$ cat src/rtl/accelerator_convolutional_fnn_controller_if.sv
// Operand/activation handshake bundle between the NTM control FSM, the FNN
// sequencer and the MAC/activation datapath.
interface accelerator_convolutional_fnn_controller_if #(
  parameter int unsigned CONTROL_SIZE = 64
);

  logic                    START;
  logic                    READY;
  logic [CONTROL_SIZE-1:0] SIZE_X_IN;
  logic [CONTROL_SIZE-1:0] SIZE_W_IN;
  logic [CONTROL_SIZE-1:0] SIZE_L_IN;
  logic [CONTROL_SIZE-1:0] SIZE_R_IN;
  logic                    ACC_CLEAR;
  logic                    OP_ENABLE;
  logic                    OP_READY;
  logic [1:0]              OP_SEL;
  logic [CONTROL_SIZE-1:0] INDEX_L_OUT;
  logic [CONTROL_SIZE-1:0] INDEX_I_OUT;
  logic [CONTROL_SIZE-1:0] INDEX_J_OUT;
  logic                    ACT_ENABLE;
  logic                    ACT_READY;
  logic                    H_OUT_ENABLE;

  // Sequencer side.
  modport master (
    input  START, SIZE_X_IN, SIZE_W_IN, SIZE_L_IN, SIZE_R_IN, OP_READY, ACT_READY,
    output READY, ACC_CLEAR, OP_ENABLE, OP_SEL, INDEX_L_OUT, INDEX_I_OUT, INDEX_J_OUT,
           ACT_ENABLE, H_OUT_ENABLE
  );

  // Control FSM / datapath side.
  modport slave (
    output START, SIZE_X_IN, SIZE_W_IN, SIZE_L_IN, SIZE_R_IN, OP_READY, ACT_READY,
    input  READY, ACC_CLEAR, OP_ENABLE, OP_SEL, INDEX_L_OUT, INDEX_I_OUT, INDEX_J_OUT,
           ACT_ENABLE, H_OUT_ENABLE
  );

endinterface

$ cat src/rtl/accelerator_convolutional_fnn_controller.sv
// Sequencer for the convolutional FNN layer: per hidden output l it streams W*x, K*r and
// bias operands into a shared MAC, runs the activation and emits h(l).
module accelerator_convolutional_fnn_controller #(
  parameter int unsigned DATA_SIZE    = 64,
  parameter int unsigned CONTROL_SIZE = 64,
  parameter int unsigned X            = 64,
  parameter int unsigned W            = 64,
  parameter int unsigned L            = 64,
  parameter int unsigned R            = 64
) (
  input logic CLK,
  input logic RST,
  accelerator_convolutional_fnn_controller_if.master bus
);

  typedef logic [CONTROL_SIZE-1:0] ctrl_t;

  localparam ctrl_t MaxX = CONTROL_SIZE'(X);
  localparam ctrl_t MaxW = CONTROL_SIZE'(W);
  localparam ctrl_t MaxL = CONTROL_SIZE'(L);
  localparam ctrl_t MaxR = CONTROL_SIZE'(R);
  localparam ctrl_t Zero = '0;
  localparam ctrl_t One  = {{(CONTROL_SIZE-1){1'b0}}, 1'b1};

  // DATA_SIZE only sizes the datapath buses that accompany the index ports.
  if (DATA_SIZE == 0) begin : g_no_data_width
  end

  typedef enum logic [2:0] {
    StIdle,
    StClear,
    StMacX,
    StMacR,
    StBias,
    StActivate,
    StEmit
  } state_e;

  state_e state_q, state_d;
  ctrl_t  size_x_q, size_x_d;
  ctrl_t  size_w_q, size_w_d;
  ctrl_t  size_l_q, size_l_d;
  ctrl_t  size_r_q, size_r_d;
  ctrl_t  l_q, l_d;
  ctrl_t  x_q, x_d;
  ctrl_t  i_q, i_d;
  ctrl_t  k_q, k_d;
  logic   ready_q, ready_d;

  function automatic ctrl_t clamp(input ctrl_t v, input ctrl_t m);
    return (v > m) ? m : v;
  endfunction

  ctrl_t lat_x, lat_w, lat_l, lat_r;
  logic  skip_r;

  assign lat_x  = clamp(bus.SIZE_X_IN, MaxX);
  assign lat_w  = clamp(bus.SIZE_W_IN, MaxW);
  assign lat_l  = clamp(bus.SIZE_L_IN, MaxL);
  assign lat_r  = clamp(bus.SIZE_R_IN, MaxR);
  // The K*r phase has no operands when either loop bound is empty.
  assign skip_r = (size_r_q == Zero) || (size_w_q == Zero);

  always_comb begin
    state_d  = state_q;
    size_x_d = size_x_q;
    size_w_d = size_w_q;
    size_l_d = size_l_q;
    size_r_d = size_r_q;
    l_d      = l_q;
    x_d      = x_q;
    i_d      = i_q;
    k_d      = k_q;
    ready_d  = 1'b0;

    bus.ACC_CLEAR    = 1'b0;
    bus.OP_ENABLE    = 1'b0;
    bus.OP_SEL       = 2'd0;
    bus.INDEX_I_OUT  = Zero;
    bus.INDEX_J_OUT  = Zero;
    bus.ACT_ENABLE   = 1'b0;
    bus.H_OUT_ENABLE = 1'b0;

    case (state_q)
      StIdle: begin
        if (bus.START) begin
          size_x_d = lat_x;
          size_w_d = lat_w;
          size_l_d = lat_l;
          size_r_d = lat_r;
          l_d      = Zero;
          if (lat_l == Zero) begin
            ready_d = 1'b1;
          end else begin
            state_d = StClear;
          end
        end
      end
      StClear: begin
        bus.ACC_CLEAR = 1'b1;
        x_d = Zero;
        i_d = Zero;
        k_d = Zero;
        if (size_x_q != Zero) begin
          state_d = StMacX;
        end else if (skip_r) begin
          state_d = StBias;
        end else begin
          state_d = StMacR;
        end
      end
      StMacX: begin
        bus.OP_ENABLE   = 1'b1;
        bus.OP_SEL      = 2'd0;
        bus.INDEX_J_OUT = x_q;
        if (bus.OP_READY) begin
          if (x_q == size_x_q - One) begin
            state_d = skip_r ? StBias : StMacR;
          end else begin
            x_d = x_q + One;
          end
        end
      end
      StMacR: begin
        bus.OP_ENABLE   = 1'b1;
        bus.OP_SEL      = 2'd1;
        bus.INDEX_I_OUT = i_q;
        bus.INDEX_J_OUT = k_q;
        if (bus.OP_READY) begin
          if (k_q == size_w_q - One) begin
            k_d = Zero;
            if (i_q == size_r_q - One) begin
              state_d = StBias;
            end else begin
              i_d = i_q + One;
            end
          end else begin
            k_d = k_q + One;
          end
        end
      end
      StBias: begin
        bus.OP_ENABLE = 1'b1;
        bus.OP_SEL    = 2'd2;
        if (bus.OP_READY) begin
          state_d = StActivate;
        end
      end
      StActivate: begin
        bus.ACT_ENABLE = 1'b1;
        if (bus.ACT_READY) begin
          state_d = StEmit;
        end
      end
      StEmit: begin
        bus.H_OUT_ENABLE = 1'b1;
        if (l_q == size_l_q - One) begin
          state_d = StIdle;
          ready_d = 1'b1;
          l_d     = Zero;
        end else begin
          l_d     = l_q + One;
          state_d = StClear;
        end
      end
      default: begin
        state_d = StIdle;
      end
    endcase
  end

  assign bus.READY       = ready_q;
  assign bus.INDEX_L_OUT = l_q;

  always_ff @(posedge CLK) begin
    if (RST) begin
      state_q  <= StIdle;
      size_x_q <= Zero;
      size_w_q <= Zero;
      size_l_q <= Zero;
      size_r_q <= Zero;
      l_q      <= Zero;
      x_q      <= Zero;
      i_q      <= Zero;
      k_q      <= Zero;
      ready_q  <= 1'b0;
    end else begin
      state_q  <= state_d;
      size_x_q <= size_x_d;
      size_w_q <= size_w_d;
      size_l_q <= size_l_d;
      size_r_q <= size_r_d;
      l_q      <= l_d;
      x_q      <= x_d;
      i_q      <= i_d;
      k_q      <= k_d;
      ready_q  <= ready_d;
    end
  end

endmodule

$ cat src/flat_wrapper.sv
// flat-port wrapper written by rule: the top's interface ports become plain ports
module accelerator_convolutional_fnn_controller_flat 
#(
  parameter int unsigned DATA_SIZE    = 64,
  parameter int unsigned CONTROL_SIZE = 64,
  parameter int unsigned X            = 64,
  parameter int unsigned W            = 64,
  parameter int unsigned L            = 64,
  parameter int unsigned R            = 64
)
  (CLK, RST, bus_START, bus_SIZE_X_IN, bus_SIZE_W_IN, bus_SIZE_L_IN, bus_SIZE_R_IN, bus_OP_READY, bus_ACT_READY, bus_READY, bus_ACC_CLEAR, bus_OP_ENABLE, bus_OP_SEL, bus_INDEX_L_OUT, bus_INDEX_I_OUT, bus_INDEX_J_OUT, bus_ACT_ENABLE, bus_H_OUT_ENABLE);
  accelerator_convolutional_fnn_controller_if #(.CONTROL_SIZE(CONTROL_SIZE)) bus_i ();
  input logic CLK;
  input logic RST;
  input wire logic [$bits(bus_i.START)-1:0] bus_START;
  input wire logic [$bits(bus_i.SIZE_X_IN)-1:0] bus_SIZE_X_IN;
  input wire logic [$bits(bus_i.SIZE_W_IN)-1:0] bus_SIZE_W_IN;
  input wire logic [$bits(bus_i.SIZE_L_IN)-1:0] bus_SIZE_L_IN;
  input wire logic [$bits(bus_i.SIZE_R_IN)-1:0] bus_SIZE_R_IN;
  input wire logic [$bits(bus_i.OP_READY)-1:0] bus_OP_READY;
  input wire logic [$bits(bus_i.ACT_READY)-1:0] bus_ACT_READY;
  output wire logic [$bits(bus_i.READY)-1:0] bus_READY;
  output wire logic [$bits(bus_i.ACC_CLEAR)-1:0] bus_ACC_CLEAR;
  output wire logic [$bits(bus_i.OP_ENABLE)-1:0] bus_OP_ENABLE;
  output wire logic [$bits(bus_i.OP_SEL)-1:0] bus_OP_SEL;
  output wire logic [$bits(bus_i.INDEX_L_OUT)-1:0] bus_INDEX_L_OUT;
  output wire logic [$bits(bus_i.INDEX_I_OUT)-1:0] bus_INDEX_I_OUT;
  output wire logic [$bits(bus_i.INDEX_J_OUT)-1:0] bus_INDEX_J_OUT;
  output wire logic [$bits(bus_i.ACT_ENABLE)-1:0] bus_ACT_ENABLE;
  output wire logic [$bits(bus_i.H_OUT_ENABLE)-1:0] bus_H_OUT_ENABLE;
  assign bus_i.START = bus_START;
  assign bus_i.SIZE_X_IN = bus_SIZE_X_IN;
  assign bus_i.SIZE_W_IN = bus_SIZE_W_IN;
  assign bus_i.SIZE_L_IN = bus_SIZE_L_IN;
  assign bus_i.SIZE_R_IN = bus_SIZE_R_IN;
  assign bus_i.OP_READY = bus_OP_READY;
  assign bus_i.ACT_READY = bus_ACT_READY;
  assign bus_READY = bus_i.READY;
  assign bus_ACC_CLEAR = bus_i.ACC_CLEAR;
  assign bus_OP_ENABLE = bus_i.OP_ENABLE;
  assign bus_OP_SEL = bus_i.OP_SEL;
  assign bus_INDEX_L_OUT = bus_i.INDEX_L_OUT;
  assign bus_INDEX_I_OUT = bus_i.INDEX_I_OUT;
  assign bus_INDEX_J_OUT = bus_i.INDEX_J_OUT;
  assign bus_ACT_ENABLE = bus_i.ACT_ENABLE;
  assign bus_H_OUT_ENABLE = bus_i.H_OUT_ENABLE;
  accelerator_convolutional_fnn_controller #(.DATA_SIZE(DATA_SIZE), .CONTROL_SIZE(CONTROL_SIZE), .X(X), .W(W), .L(L), .R(R)) u_core (.CLK(CLK), .RST(RST), .bus(bus_i));
endmodule
$ cat config.mk
export PLATFORM = sky130hd
export DESIGN_NAME = accelerator_convolutional_fnn_controller_flat
export DESIGN_NICKNAME = d
export VERILOG_FILES = /design/src/rtl/accelerator_convolutional_fnn_controller_if.sv /design/src/rtl/accelerator_convolutional_fnn_controller.sv /design/src/flat_wrapper.sv
export SDC_FILE = /design/constraint.sdc
export NUM_CORES = 2
export LEC_CHECK = 0
export BUFFER_PORTS_ARGS = -buffer_cell sky130_fd_sc_hd__buf_2
export CAP_MARGIN = 20
export CORE_MARGIN = 2
export CORE_UTILIZATION = 35
export CTS_BUF_LIST = sky130_fd_sc_hd__clkbuf_4 sky130_fd_sc_hd__clkbuf_8
export DETAILED_ROUTE_END_ITERATION = 8
export SLEW_MARGIN = 10
export SYNTH_ARGS = -nofsm -noshare
export SYNTH_HDL_FRONTEND = slang
export SYNTH_SLANG_ARGS = --single-unit
$ cat constraint.sdc
create_clock -name CLK -period 8.2 [get_ports CLK]
set_clock_uncertainty 0.05 [all_clocks]
set_input_delay 1.64 -clock CLK [delete_from_list [all_inputs] [get_ports CLK]]
set_output_delay 1.64 -clock CLK [all_outputs]
set_load 0.02 [all_outputs]
==> metrics <==
placed wire-length estimate=87500 um; pre-CTS setup slack=~2300 ps; vias in the first global route=28801; CP required=8760 ps; RSZ-0062 raised after global routing=no; Top FF cell, synth=dfxtp_1; max-slew violation count=0; Die Area=0.0931 mm^2; Netlist Area Pre-Place=approximately 0.032 mm^2; f_max=around 170 MHz; Synth Net Count=4282; setup bufs post-CTS=0; worst min-delay path category=reg2reg; largest family of logic cells by synthesized area=simple AND/OR/NAND/NOR gates; Async S/R FF share, synth=0%; Vias=32134; worst reg-to-reg path cell count=12; RR Startpoint=u_core.size_r_q[10]; Synth Area in Compound Gates=between 10 and 15%; CTS Buffer Depth=3; post-synthesis mux area share=2.43%; WHS=between 400 and 500 ps; Pleak=0.0151 uW; layout cell share with drive strength beyond 1=16.8%; CTS Sinks=516; P&R area growth vs syn=17.1%; Ys Warns=0; simple-gate share of the synthesized area=around 36%; # resized after CTS=0; first-pass GRT wire length=176000 um; CTS tree=yes; CP max FO=96; Finished Layout Cells=5611; Largest stage delay, worst path=970 ps; R2R Path End=u_core.i_q[28]; Adder-Cell Fraction of Synth Area=less than 1%; Worst Hold Path EP=u_core.size_l_q[63]; critical path arrival=between 6000 and 7000 ps; die width=305 um; period utilisation layout=around 72%; Final min period=~5900 ps; Crit-path slowest cell=nor4_1; wire length per cell=roughly 21 um; DRC viols=0; Synth Instances=4011; Max transition margin=27.2%; TNS Setup=0 ps; Initial Util=35.3%; row count=110; total detailed-routing wirelength=roughly 120000 um; crit start category=flop; antenna violations before repair=7; pin count of the biggest net entering global routing=around 110; total track usage=23.9%; placed cells=between 5000 and 6000; Via density=~5.7; Num CTS Buffers=97; crit path capture type=flop; Worst-path clk slew=60 ps; most frequent cell after synthesis=dfxtp_1; 1st-pass router iterations=5; NumNets Final=4628; area of the core=0.0899 mm^2; Skew-Pair Late Insertion Delay=740 ps; Synth area leader=dfxtp_1; final setup fails=0; Mean Syn Cell Area=7.91 um^2; VDD IR max=0.136 mV; H-tree depth=3; top cell type's share of synthesized area=around a third; clk root buf=clkbuf_8; DRT iter0 DRCs=3030; Max Cap Violations=0; XOR/XNOR Fraction of Synth Area=around an eighth; Yosys cell types=82; global placement routability congestion=between 1 and 1.5; crit path kind=reg2reg; Hold Violations, Final=0; status=finished, final reports clean; Final Worst Setup Slack=2260 ps; GRT overflow=0; Die Span Y=around 310 um; most instantiated cells after synthesis=dfxtp_1 (516), nor2_1 (348), nand2_1 (322); synthesized flop and latch total=slightly above 500; worst-path cell chain=nor4_1, nand4_1, nor4_1, a21oi_1, nor4b_1, nand4_1, nor4_1, nor4_1, nor2_4, buf_4, and4b_1, mux2i_1; Post-synth EDFFs=0; hold path cells=1; port bufs=~460; Ports=460; DRT antenna net count=0; sequential element share of the synthesized area=32.6%; hold_buf cts=0; PwrDens=187 mW/mm^2; most used cell, CP=nor4_1; Hold Crit Start=u_core.size_l_q[63]; Reg2Reg Setup Slack=2260 ps; Worst-Margin Slew=1080 ps; synth top area cells=dfxtp_1 (33%), xnor2_1 (6.8%), xor2_1 (5.3%)
==> worst max-delay path by stage <==
stage / startpoint / to
floorplan: u_core.size_x_q[6] / u_core.x_q[45]
CTS: u_core.size_w_q[28] / u_core.k_q[24]
global route: u_core.size_w_q[16] / u_core.k_q[5]
global placement: u_core.size_w_q[28] / u_core.k_q[10]
finish: u_core.size_r_q[10] / u_core.i_q[28]
detailed placement: u_core.size_w_q[28] / u_core.k_q[15]
==> area by class of cell <==
type	instances	area, um^2
Fill cell	9190	52700
Inverter	64	240
Multi-Input combinational cell	3170	20200
Timing Repair Buffer	508	2680
Tap cell	1176	1470
Sequential cell	516	10300
Clock inverter	16	230
Clock buffer	158	2020
Antenna cell	3	7.51
==> where the power goes <==
part | internal (uW) | total (uW) | switching (uW)
Clock | 1710 | 2900 | 1190
Sequential | 2520 | 2570 | 47.6
Combinational | 464 | 1470 | 1010
Total | 4700 | 6940 | 2250
==> worst max-delay path: cells and delay by family, from the launching register on <==
family                 cells  cell delay (ps)
AO/OA/AOI/OAI              1              190
AND/OR/NAND/NOR            9             4320
buffers and inverters      1              690
flip-flops                 1              380
multiplexers               1              120
==> state kept, by name, summed over array words and instances (netlist names) <==
signal	cells
u_core.bus.READY	1
u_core.k_q	64
u_core.bus.INDEX_L_OUT	64
u_core.size_x_q	64
u_core.i_q	64
u_core.size_l_q	64
u_core.size_w_q	64
u_core.size_r_q	64
u_core.x_q	64
u_core.state_q	3
==> stage by stage <==
stage          area (um^2)  utilization (%)  total power (uW)
3_3_place_gp         34900             38.8              4060
3_5_place_dp         34900             38.8              4070
6_report             37200             41.4              6940
2_1_floorplan        31700                -              3600
5_1_grt              37200             41.4              7210
4_1_cts              37100             41.3              6980
==> cells in the final DEF, fill, tap and decap left out, types with 25 or more instances in the layout <==
| cell | count |
|---|---|
| inv_1 | 63 |
| a21oi_1 | 106 |
| xnor2_1 | 247 |
| dfxtp_1 | 515 |
| xor2_1 | 191 |
| clkbuf_8 | 133 |
| a22oi_1 | 25 |
| or3_1 | 103 |
| o211ai_1 | 25 |
| and3_1 | 102 |
| o21ai_0 | 65 |
| nand3_1 | 170 |
| and4_1 | 35 |
| buf_2 | 458 |
| nor2_1 | 344 |
| a31oi_1 | 26 |
| o31ai_1 | 45 |
| and2_1 | 247 |
| nand4_1 | 145 |
| mux2i_1 | 68 |
| nor4_1 | 237 |
| clkbuf_4 | 25 |
| nand2_1 | 322 |
| or4_1 | 93 |
| a22o_1 | 63 |
| buf_4 | 47 |
| nor3_1 | 148 |
==> kinds of logic (layout without fill, tap and decap cells) <==
logic type | after synthesis | in the layout
xor gates and xnor gates | 438 | 438
other | 0 | 3
muxes | 76 | 76
DFF | 516 | 516
AOI/OAI and AO/OA | 544 | 544
and+or+nand+nor | 2102 | 2102
buffers and inverters | 325 | 746
adders and majority gates | 10 | 10
==> metal layers <==
layer | track usage (%) | up-vias | part of all wire (%)
met1 | 35.2 | 15264 | 47
met5 | 0 | - | 0.010
met4 | 8.74 | 2 | 3.4
met3 | 4.00 | 202 | 7.7
met2 | 34.6 | 1268 | 42
li1 | - | 15398 | -
No activity file was read; power rests on OpenSTA's default activity.
